[src/rtl/iso_pkg.sv]
// Shared link-layer symbol constants and the idle-pattern state encoding.
package iso_pkg;

  localparam logic [7:0] K_BS          = 8'hBC;
  localparam logic [7:0] K_SR          = 8'h1C;
  localparam logic [7:0] VBID_NO_VIDEO = 8'h09;
  localparam logic [7:0] DUMMY_SYM     = 8'h00;

  typedef enum logic [2:0] {
    ST_OFF,
    ST_BS,
    ST_VBID,
    ST_MVID,
    ST_MAUD,
    ST_DUMMY
  } idle_state_e;

endpackage

[src/rtl/idle_pattern_gen.sv]
// Idle-pattern generator: BS/SR, VBID, MVID, MAUD, then DUMMY fill, repeating every IDLE_PERIOD symbols.
// Registered outputs, one cycle behind the state; dropping idle_en parks the block in ST_OFF at once.
module idle_pattern_gen
  import iso_pkg::*;
#(
  parameter int IDLE_PERIOD = 8192,
  parameter int SR_INTERVAL = 512
) (
  input  logic       clk,
  input  logic       rst_n,
  input  logic       idle_en,
  output logic [7:0] idle_symbols,
  output logic       idle_control_sym_flag,
  output logic       idle_bs_pulse
);

  localparam int CW = (IDLE_PERIOD > 1) ? $clog2(IDLE_PERIOD) : 1;
  localparam int BW = (SR_INTERVAL > 1) ? $clog2(SR_INTERVAL) : 1;

  generate
    if (IDLE_PERIOD < 5) begin : g_bad_period
      $error("idle_pattern_gen: IDLE_PERIOD must be at least 5");
    end
    if (SR_INTERVAL < 1) begin : g_bad_interval
      $error("idle_pattern_gen: SR_INTERVAL must be at least 1");
    end
  endgenerate

  idle_state_e     r_state;
  logic [CW-1:0]   r_sym_cnt;
  logic [BW-1:0]   r_bs_cnt;
  logic [7:0]      r_sym;
  logic            r_k;
  logic            r_pulse;

  always_ff @(posedge clk or negedge rst_n) begin
    if (!rst_n) begin
      r_state   <= ST_OFF;
      r_sym_cnt <= '0;
      r_bs_cnt  <= '0;
      r_sym     <= DUMMY_SYM;
      r_k       <= 1'b0;
      r_pulse   <= 1'b0;
    end else if (!idle_en) begin
      // bs_cnt is kept so the SR cadence survives idle gaps
      r_state   <= ST_OFF;
      r_sym_cnt <= '0;
      r_sym     <= DUMMY_SYM;
      r_k       <= 1'b0;
      r_pulse   <= 1'b0;
    end else begin
      r_sym   <= DUMMY_SYM;
      r_k     <= 1'b0;
      r_pulse <= 1'b0;
      case (r_state)
        ST_OFF: begin
          r_state   <= ST_BS;
          r_sym_cnt <= '0;
        end
        ST_BS: begin
          r_sym     <= (r_bs_cnt == '0) ? K_SR : K_BS;
          r_k       <= 1'b1;
          r_pulse   <= 1'b1;
          r_bs_cnt  <= (r_bs_cnt == BW'(SR_INTERVAL - 1)) ? '0 : r_bs_cnt + BW'(1);
          r_sym_cnt <= r_sym_cnt + CW'(1);
          r_state   <= ST_VBID;
        end
        ST_VBID: begin
          r_sym     <= VBID_NO_VIDEO;
          r_sym_cnt <= r_sym_cnt + CW'(1);
          r_state   <= ST_MVID;
        end
        ST_MVID: begin
          r_sym_cnt <= r_sym_cnt + CW'(1);
          r_state   <= ST_MAUD;
        end
        ST_MAUD: begin
          r_sym_cnt <= r_sym_cnt + CW'(1);
          r_state   <= ST_DUMMY;
        end
        ST_DUMMY: begin
          if (r_sym_cnt == CW'(IDLE_PERIOD - 1)) begin
            r_sym_cnt <= '0;
            r_state   <= ST_BS;
          end else begin
            r_sym_cnt <= r_sym_cnt + CW'(1);
          end
        end
        default: begin
          r_state   <= ST_OFF;
          r_sym_cnt <= '0;
        end
      endcase
    end
  end

  assign idle_symbols          = r_sym;
  assign idle_control_sym_flag = r_k;
  assign idle_bs_pulse         = r_pulse;

endmodule

[config.mk]
export PLATFORM = sky130hd
export DESIGN_NAME = idle_pattern_gen
export DESIGN_NICKNAME = d
export VERILOG_FILES = /design/src/rtl/iso_pkg.sv /design/src/rtl/idle_pattern_gen.sv
export SDC_FILE = /design/constraint.sdc
export NUM_CORES = 1
export LEC_CHECK = 0
export ABC_AREA = 1
export CORE_MARGIN = 2
export CORE_UTILIZATION = 38
export CTS_BUF_LIST = sky130_fd_sc_hd__clkbuf_8
export DETAILED_ROUTE_END_ITERATION = 8
export PLACE_DENSITY = 0.67
export SLEW_MARGIN = 20
export SYNTH_ARGS = -nofsm -noshare
export SYNTH_HDL_FRONTEND = slang
export SYNTH_SLANG_ARGS = --single-unit
[constraint.sdc]
create_clock -name clk -period 1.6 [get_ports clk]
set_input_delay 0.32 -clock clk [delete_from_list [all_inputs] [get_ports clk]]
set_output_delay 0.32 -clock clk [all_outputs]
set_load 0.02 [all_outputs]
==> results.yml, run 1 <==
status:
  outcome: "finished with violations"
  violations: "setup timing"
worst_setup_path:
  crit_path_start_kind: "flip-flop"
  cp_common_cell: "ha_2"
  required_ns: 1.76
  critPathCapture: "r_bs_cnt[5]"
  crit_arrival_ns: 1.78
  timing.rr.end: "r_bs_cnt[5]"
  cp-startpoint: "r_bs_cnt[1]"
  worstPathCellList: "ha_2, nand3_2, nor2_2, nand2_2, nor3_2, ha_2, inv_4, nor2_4, a21oi_1"
  r2r_start: "r_bs_cnt[1]"
  critPathMaxFanout: 6
  reg2reg_depth: 9
  crit_path_max_incr_delay_ns: 0.35
  end_kind: "flip-flop"
  critical_path_class: "flip-flop to flip-flop"
  reg2reg_slack_ns: -0.02
  slowest_stage: "dfrtp_1"
placed_design:
  place_area_um2: 1780
  port_buffers: 10
  hpwl_mm: 1.94
  dp_slack_ns: -0.0706
  place.gp.congestion: 0.828
sta:
  setup_viol: 3
  hold_slack_ns: 0.429
  timing.final.crit_period_ns: 1.62
  period_share_pct: 101
  drv_slew: 0
  grt_setup_unrepaired: "true"
  fin_skew_ns: 0.00397
  fmax_mhz: 617
  finalHoldViolCount: 0
  fin_setup_tns_ns: -0.0485
  setup_slack_ns: -0.0219
floorplanning:
  num_io_pins: 13
  die_h_um: 68.6
  initial_core_util_pct: 39.6
  num_rows: 23
  dieArea_um2: 4700
  coreArea_um2: 4000
  dieWidth_um: 68.6
route:
  drt_pre_antenna_iters: 4
  vias: 1202
  drc: 0
  ant_nets: 0
  first_iter_violations: 36
  wire_per_inst_um: 11.3
  wl_mm: 2.91
  drt-vias-per-instance: 4.68
clocking:
  insertion_delay_ns: 0.28
  ctsHoldBuffers: 0
  cts_tree: "done"
  htreeDepth: 2
  cts.sinks: 30
  clk_pin_slew_ns: 0.06
  cts_buffers: 5
  clock-root-buffer: "clkbuf_8"
  clock_path_buffers: 2
hold_path:
  hold_path_class: "input pin to async pin"
job:
  max-cap-violations: 0
power:
  p_per_area_nw_per_um2: 1060
  p_comb_share_pct: 26.4
  pwr-share-seq_pct: 46.4
  p_leak_nw: 0.903
  p_switching_mw: 0.652
  intPower_mw: 1.37
  p_sw_share_pct: 32.3
  p_clk_share_pct: 27.2
  ir_drop_uv: 756
grt:
  grt_pass1_wl_mm: 4.86
  grt_max_degree: 31
  grt_pass1_vias: 1109
  overflow: 0
  antenna_found_initial: 0
  grt_use_total_pct: 14.6
logic_synthesis:
  synth_cell_types: 28
  synthDominantCellAreaShare_pct: 47.4
  synthFlopType: "dfrtp_1"
  synth_edf_count: 0
  synthesis.area_um2: 1590
  seq_area_frac_synth_pct: 47.4
  synthTopCellsByArea: "dfrtp_1, nand2_1, nand3_1"
  synth.avg_cell_area_um2: 8.66
  yosysMostFrequentCell: "nand2_1"
  synthArstFlopShare_pct: 100
  synthCells: 183
  synth_area_leader_cell: "dfrtp_1"
  synth_common_cells: "nand2_1, dfrtp_1, inv_1"
  ys_seq_elements: 30
  synth-warning-count: 0
cells_and_area:
  syn2layout_area_growth_pct: 20.4
  fin_area_um2: 1910
  layout-drive-gt1-share_pct: 26.6
  diodes: 0
  nNetsFinal: 214
  fillCellCount: 389
cells by family (layout without fill, tap and decap cells):
group,after synthesis,in the layout,synth area share (%)
simple gates,96,96,31.3
flops,30,30,47.4
buf+inv,29,52,8.52
compound gates,15,15,4.97
xor+xnor,8,8,4.42
fa+ha+maj,4,4,3.16
other cells,1,2,0.237
registers in the layout, indices dropped and copies added, names as in the netlist:
name / flops
idle_symbols: 4
r_sym_cnt: 13
r_bs_cnt: 9
r_state: 3
idle_bs_pulse: 1
cell type report:
type | instances | area (um^2) | share of cell area (%)
Clock inverter | 2 | 7.51 | 0.393
Multi-Input combinational cell | 125 | 736 | 38.5
Timing Repair Buffer | 22 | 195 | 10.2
Clock buffer | 5 | 68.8 | 3.60
Tap cell | 50 | 62.6 | 3.28
Inverter | 23 | 88.8 | 4.65
Sequential cell | 30 | 751 | 39.3
how the worst min path moves through the flow:
stage	start	to	slack [ns]
global route	rst_n	r_sym_cnt[7]	0.47
finish	rst_n	r_sym_cnt[6]	0.43
detailed placement	r_sym_cnt[0]	r_sym_cnt[0]	0.47
CTS	rst_n	r_sym_cnt[11]	0.44
global placement	r_sym_cnt[0]	r_sym_cnt[0]	0.47
floorplan	rst_n	idle_bs_pulse	0.02
metal layers:
metal | track usage (%) | wire length [um] | vias to the layer above
met5 | 0 | 0 | -
met4 | 8.00 | 67 | 0
met3 | 6.01 | 136 | 6
met2 | 22.0 | 1390 | 23
met1 | 17.6 | 1310 | 553
li1 | - | - | 620
cell usage in the layout, fill, tap and decap left out, drive strengths merged:
cell           Yosys  final
dlymetal6s2s       0      2
a21oi              4      4
inv               23     25
a211oi             1      1
nand4              2      2
nand3             16     16
nor3b              1      1
ha                 4      4
nand2             41     41
clkdlybuf4s50      0      8
nor2              29     29
conb               1      2
clkbuf             0      5
dfrtp             30     30
nor3               6      6
xor2               5      5
xnor2              3      3
a31oi              1      1
buf                6     12
o21ai              9      9
nand3b             1      1
power by group through the flow:
| stage | combinational, mW | sequential (mW) | clock, mW |
|---|---|---|---|
| global route | 0.593 | 0.953 | 0.610 |
| floorplan | 0.308 | 0.952 | 0 |
| CTS | 0.520 | 0.930 | 0.575 |
| detailed placement | 0.509 | 0.942 | 0 |
| global placement | 0.508 | 0.939 | 0 |
| finish | 0.533 | 0.937 | 0.549 |
per-stage QoR:
step                power [mW]  cells  util, %
floorplan                 1.26    184        -
global placement          1.45    248     44.4
detailed placement        1.45    248     44.4
CTS                       2.02    255     46.5
global route              2.16    257     47.7
finish                    2.02    257     47.7
repair_timing:
| action | in CTS | in global routing |
|---|---|---|
| setup endpoints to repair | 3 | 11 |
| gates resized for setup | 2 | 13 |
| setup buffers | 0 | 2 |
| pin swaps | 1 | 7 |
worst max-delay path, delay by kind of cell, from the launching register on:
| kind | cells | cell delay [ns] |
|---|---|---|
| adder cells (fa/ha/maj) | 2 | 0.41 |
| AO/OA/AOI/OAI | 1 | 0.06 |
| buffers and inverters | 1 | 0.06 |
| AND/OR/NAND/NOR | 5 | 0.61 |
| flip-flops | 1 | 0.35 |
No activity file was read; power rests on OpenSTA's default activity.
==> run 2, diff against run 1 <==
--- a/config.mk
+++ b/config.mk
@@ -11,6 +11,7 @@
 export CTS_BUF_LIST = sky130_fd_sc_hd__clkbuf_8
 export DETAILED_ROUTE_END_ITERATION = 8
 export PLACE_DENSITY = 0.67
+export SETUP_SLACK_MARGIN = 0.02
 export SLEW_MARGIN = 20
 export SYNTH_ARGS = -nofsm -noshare
 export SYNTH_HDL_FRONTEND = slang
==> results.yml, run 2 (synthesized netlist as in run 1, its figures left out) <==
status:
  outcome: "finished with violations"
  violations: "setup timing"
cells_and_area:
  fin_util_pct: 48.1
  largest_reg_flops: 13
  top_register: "r_sym_cnt"
  nNetsFinal: 214
  multi_input_area_um2: 744
  regArea_um2: 751
  syn2layout_area_growth_pct: 21.5
  fillCellCount: 387
  diodes: 0
  layout-drive-gt1-share_pct: 26.6
  layout.cells.non_filler: 257
  layout_common_cells: "nand2_1, dfrtp_1, inv_1"
  final_common_cell: "nand2_1"
  fin_area_um2: 1930
route:
  drt_pre_antenna_iters: 4
  wl_mm: 2.89
  drc: 0
  first_iter_violations: 40
  drt-vias-per-instance: 4.69
  ant_nets: 0
  wire_per_inst_um: 11.2
  vias: 1205
floorplanning:
  dieArea_um2: 4700
  num_rows: 23
  coreArea_um2: 4000
  num_io_pins: 13
  dieWidth_um: 68.6
  initial_core_util_pct: 39.6
  die_h_um: 68.6
grt:
  grt_pass1_wl_mm: 4.86
  overflow: 0
  grt_max_degree: 31
  antenna_found_initial: 0
  grt_pass1_vias: 1109
  grt_use_total_pct: 14.6
sta:
  drv_slew: 0
  finalHoldViolCount: 0
  period_share_pct: 101
  grt_setup_unrepaired: "true"
  timing.final.crit_period_ns: 1.62
  fin_skew_ns: 0.00456
  setup_viol: 3
  setup_slack_ns: -0.0210
  fmax_mhz: 617
  fin_setup_tns_ns: -0.0471
  hold_slack_ns: 0.430
power:
  p_sw_share_pct: 32.4
  p_clk_share_pct: 27.0
  p_per_area_nw_per_um2: 1050
  p_switching_mw: 0.655
  ir_drop_uv: 754
  totalPowerFinal_mw: 2.02
  intPower_mw: 1.37
  p_leak_nw: 0.951
  p_comb_share_pct: 26.8
  pwr-share-seq_pct: 46.2
placed_design:
  place.gp.congestion: 0.828
  placedCellCount: 248
  port_buffers: 10
  dp_slack_ns: -0.0706
  hpwl_mm: 1.94
  place_area_um2: 1780
worst_setup_path:
  critPathMaxFanout: 6
  slowest_stage: "dfrtp_1"
  critical_path_class: "flip-flop to flip-flop"
  crit_path_max_incr_delay_ns: 0.35
  worstPathCellList: "ha_2, nand3_2, nor2_2, nand2_2, nor3_2, ha_2, inv_4, nor2_4, a21oi_1"
  required_ns: 1.76
  crit_arrival_ns: 1.78
  cp_common_cell: "ha_2"
  reg2reg_slack_ns: -0.02
  end_kind: "flip-flop"
  crit_path_start_kind: "flip-flop"
clocking:
  cts_buffers: 5
  clock-root-buffer: "clkbuf_8"
  htreeDepth: 2
  ctsHoldBuffers: 0
  cts.sinks: 30
  insertion_delay_ns: 0.28
  clock_path_buffers: 2
  cts_tree: "done"
  clk_pin_slew_ns: 0.06
job:
  max-cap-violations: 0
hold_path:
  hold_path_class: "input pin to async pin"
==> run 2: worst paths after layout <==
| path | startpoint | to | cells past startpoint |
|---|---|---|---|
| min | rst_n | r_sym_cnt[6] | 2 |
| max in group asynchronous | rst_n | r_sym_cnt[3] | 2 |
| min reg2reg | r_sym_cnt[0] | r_sym_cnt[0] | 1 |
| min in group clk | r_sym_cnt[0] | r_sym_cnt[0] | 1 |
| max | r_bs_cnt[1] | r_bs_cnt[5] | 9 |
| max reg2reg | r_bs_cnt[1] | r_bs_cnt[5] | 9 |
==> run 2: cell type report <==
| cell class | count | area share (%) |
|---|---|---|
| clock buffer | 5 | 3.57 |
| inverter | 23 | 4.61 |
| multi-input combinational | 125 | 38.7 |
| clock inverter | 2 | 0.390 |
| timing repair buffer | 22 | 10.5 |
| tap | 50 | 3.25 |
| sequential | 30 | 39.0 |
==> run 2: critical path: cells and delay by family (launching register included) <==
kind	cells	cell delay (ns)
adders and majority gates	2	0.41
DFF	1	0.35
buffers and inverters	1	0.06
AOI/OAI and AO/OA	1	0.06
and+or+nand+nor	5	0.61
==> run 2: power groups by stage <==
stage	Clock, mW	Combinational (mW)	Sequential, mW
final	0.547	0.541	0.936
after global routing	0.610	0.601	0.953
after CTS	0.575	0.520	0.930
after detailed placement	0	0.509	0.942
after global placement	0	0.508	0.939
after floorplan	0	0.308	0.952
==> run 2: routing by layer <==
metal  GRT usage (%)  up-vias  part of all wire, %
met3            6.01        6                  3.6
met1            17.6      565                   46
met5               0        -                    0
met2            22.0       12                   48
li1                -      622                    -
met4            8.00        0                  2.3
==> run 2: what timing repair did <==
item | CTS | global route
pin swaps | 1 | 7
endpoints found under the setup margin | 3 | 19
gates resized for setup | 2 | 17
buffers inserted | 0 | 2
==> run 3, diff against run 2 <==
--- a/config.mk
+++ b/config.mk
@@ -6,7 +6,6 @@
 export NUM_CORES = 1
 export LEC_CHECK = 0
 export ABC_AREA = 1
-export CORE_MARGIN = 2
 export CORE_UTILIZATION = 38
 export CTS_BUF_LIST = sky130_fd_sc_hd__clkbuf_8
 export DETAILED_ROUTE_END_ITERATION = 8
==> results.yml, run 3 (synthesized netlist as in run 1, its figures left out) <==
status:
  outcome: "finished with violations"
  violations: "setup timing"
sta:
  drv_slew: 0
  fmax_mhz: 624
  hold_slack_ns: 0.420
  period_share_pct: 100
  fin_skew_ns: 0.00769
  setup_viol: 1
  finalHoldViolCount: 0
  grt_setup_unrepaired: "true"
  timing.final.crit_period_ns: 1.60
  fin_setup_tns_ns: -0.00246
  setup_slack_ns: -0.00246
worst_setup_path:
  reg2reg_depth: 9
  critPathMaxFanout: 6
  critical_path_class: "flip-flop to flip-flop"
  crit_arrival_ns: 1.77
  crit_buf_inv: 1
  end_kind: "flip-flop"
  crit_path_start_kind: "flip-flop"
  r2r_start: "r_bs_cnt[0]"
  crit_path_max_incr_delay_ns: 0.35
  cp_top_family: "simple AND/OR/NAND/NOR gates"
  slowest_stage: "dfrtp_1"
  required_ns: 1.77
  timing.rr.end: "r_bs_cnt[5]"
  worstPathCellList: "ha_2, nand3_2, nor2_4, nand2_2, nor3_2, ha_2, inv_4, nor2_4, a21oi_1"
  reg2reg_slack_ns: -0.002
route:
  first_iter_violations: 38
  wl_mm: 2.79
  wire_per_inst_um: 10.8
  drt-vias-per-instance: 4.56
  ant_nets: 0
  drc: 0
  drt_pre_antenna_iters: 4
  vias: 1182
power:
  p_clk_share_pct: 29.8
  intPower_mw: 1.44
  ir_drop_uv: 685
  p_per_area_nw_per_um2: 1090
  pwr-share-seq_pct: 44.1
  p_switching_mw: 0.671
  p_sw_share_pct: 31.7
  p_leak_nw: 0.980
  p_comb_share_pct: 26.1
cells_and_area:
  final_common_cell: "nand2_1"
  multi_input_area_um2: 741
  layout.cells.non_filler: 259
  top_register: "r_sym_cnt"
  layout_common_cells: "nand2_1, dfrtp_1, inv_1"
  diodes: 0
  nNetsFinal: 215
  regArea_um2: 751
  syn2layout_area_growth_pct: 22.8
  layout-drive-gt1-share_pct: 27.8
  fillCellCount: 369
  largest_reg_flops: 13
hold_path:
  hold_path_class: "input pin to async pin"
floorplanning:
  num_rows: 23
  coreArea_um2: 4000
  die_h_um: 66.6
  dieArea_um2: 4430
  num_io_pins: 13
  initial_core_util_pct: 39.6
  dieWidth_um: 66.6
clocking:
  ctsHoldBuffers: 0
  clock_path_buffers: 2
  clock-root-buffer: "clkbuf_8"
  cts.sinks: 30
  insertion_delay_ns: 0.29
  clk_pin_slew_ns: 0.07
  cts_tree: "done"
  htreeDepth: 2
  cts_buffers: 5
placed_design:
  place.gp.congestion: 0.780
  port_buffers: 10
  hpwl_mm: 2.03
  dp_slack_ns: -0.0763
  placedCellCount: 248
grt:
  grt_pass1_vias: 1153
  antenna_found_initial: 0
  grt_use_total_pct: 15.2
  grt_pass1_wl_mm: 4.86
  overflow: 0
  grt_max_degree: 31
job:
  max-cap-violations: 0
[run 3: per-stage QoR]
step,util (%),power (mW),cell area [um^2]
CTS,46.9,2.09,1880
global placement,44.4,1.45,1780
finish,48.7,2.11,1950
global route,48.7,2.25,1950
detailed placement,44.4,1.45,1780
floorplan,-,1.26,1590
[run 3: what timing repair did]
action	4_1_cts	5_1_grt
endpoints found under the setup margin	3	15
endpoints found under the hold margin	0	0
resized for setup	3	17
gates cloned	0	0
pin swaps	1	7
setup buffers	0	3
[run 3: worst max-delay path by stage]
stage	startpoint	end	slack [ns]	cells after the start
detailed placement	r_bs_cnt[0]	r_bs_cnt[4]	-0.08	9
finish	r_bs_cnt[0]	r_bs_cnt[5]	-0.002	9
global route	r_bs_cnt[1]	r_bs_cnt[5]	-0.08	9
floorplan	r_bs_cnt[0]	r_bs_cnt[4]	0.06	9
CTS	idle_bs_pulse	idle_bs_pulse	0.03	1
global placement	r_bs_cnt[0]	r_bs_cnt[4]	0.02	9
[run 3: cell type report]
cell class | count | area share, %
flip-flops and latches | 30 | 38.6
multi-input cells | 125 | 38.0
repair buffers | 23 | 10.9
inverters | 23 | 4.56
clock buffers | 6 | 4.24
well taps | 50 | 3.21
clock inverters | 2 | 0.450
[run 3: metal layers]
metal,vias up,GRT usage (%),share of wire [%]
met5,-,0,0
met4,0,10.1,2.8
met3,8,4.11,2.6
met2,9,24.0,48
met1,546,17.9,47
li1,619,-,-
[run 3: power groups by stage]
stage / clock (mW) / combinational (mW) / sequential (mW)
6_report: 0.630 / 0.551 / 0.933
5_1_grt: 0.676 / 0.631 / 0.946
4_1_cts: 0.648 / 0.514 / 0.928
3_5_place_dp: 0 / 0.509 / 0.941
3_3_place_gp: 0 / 0.508 / 0.939
2_1_floorplan: 0 / 0.308 / 0.952
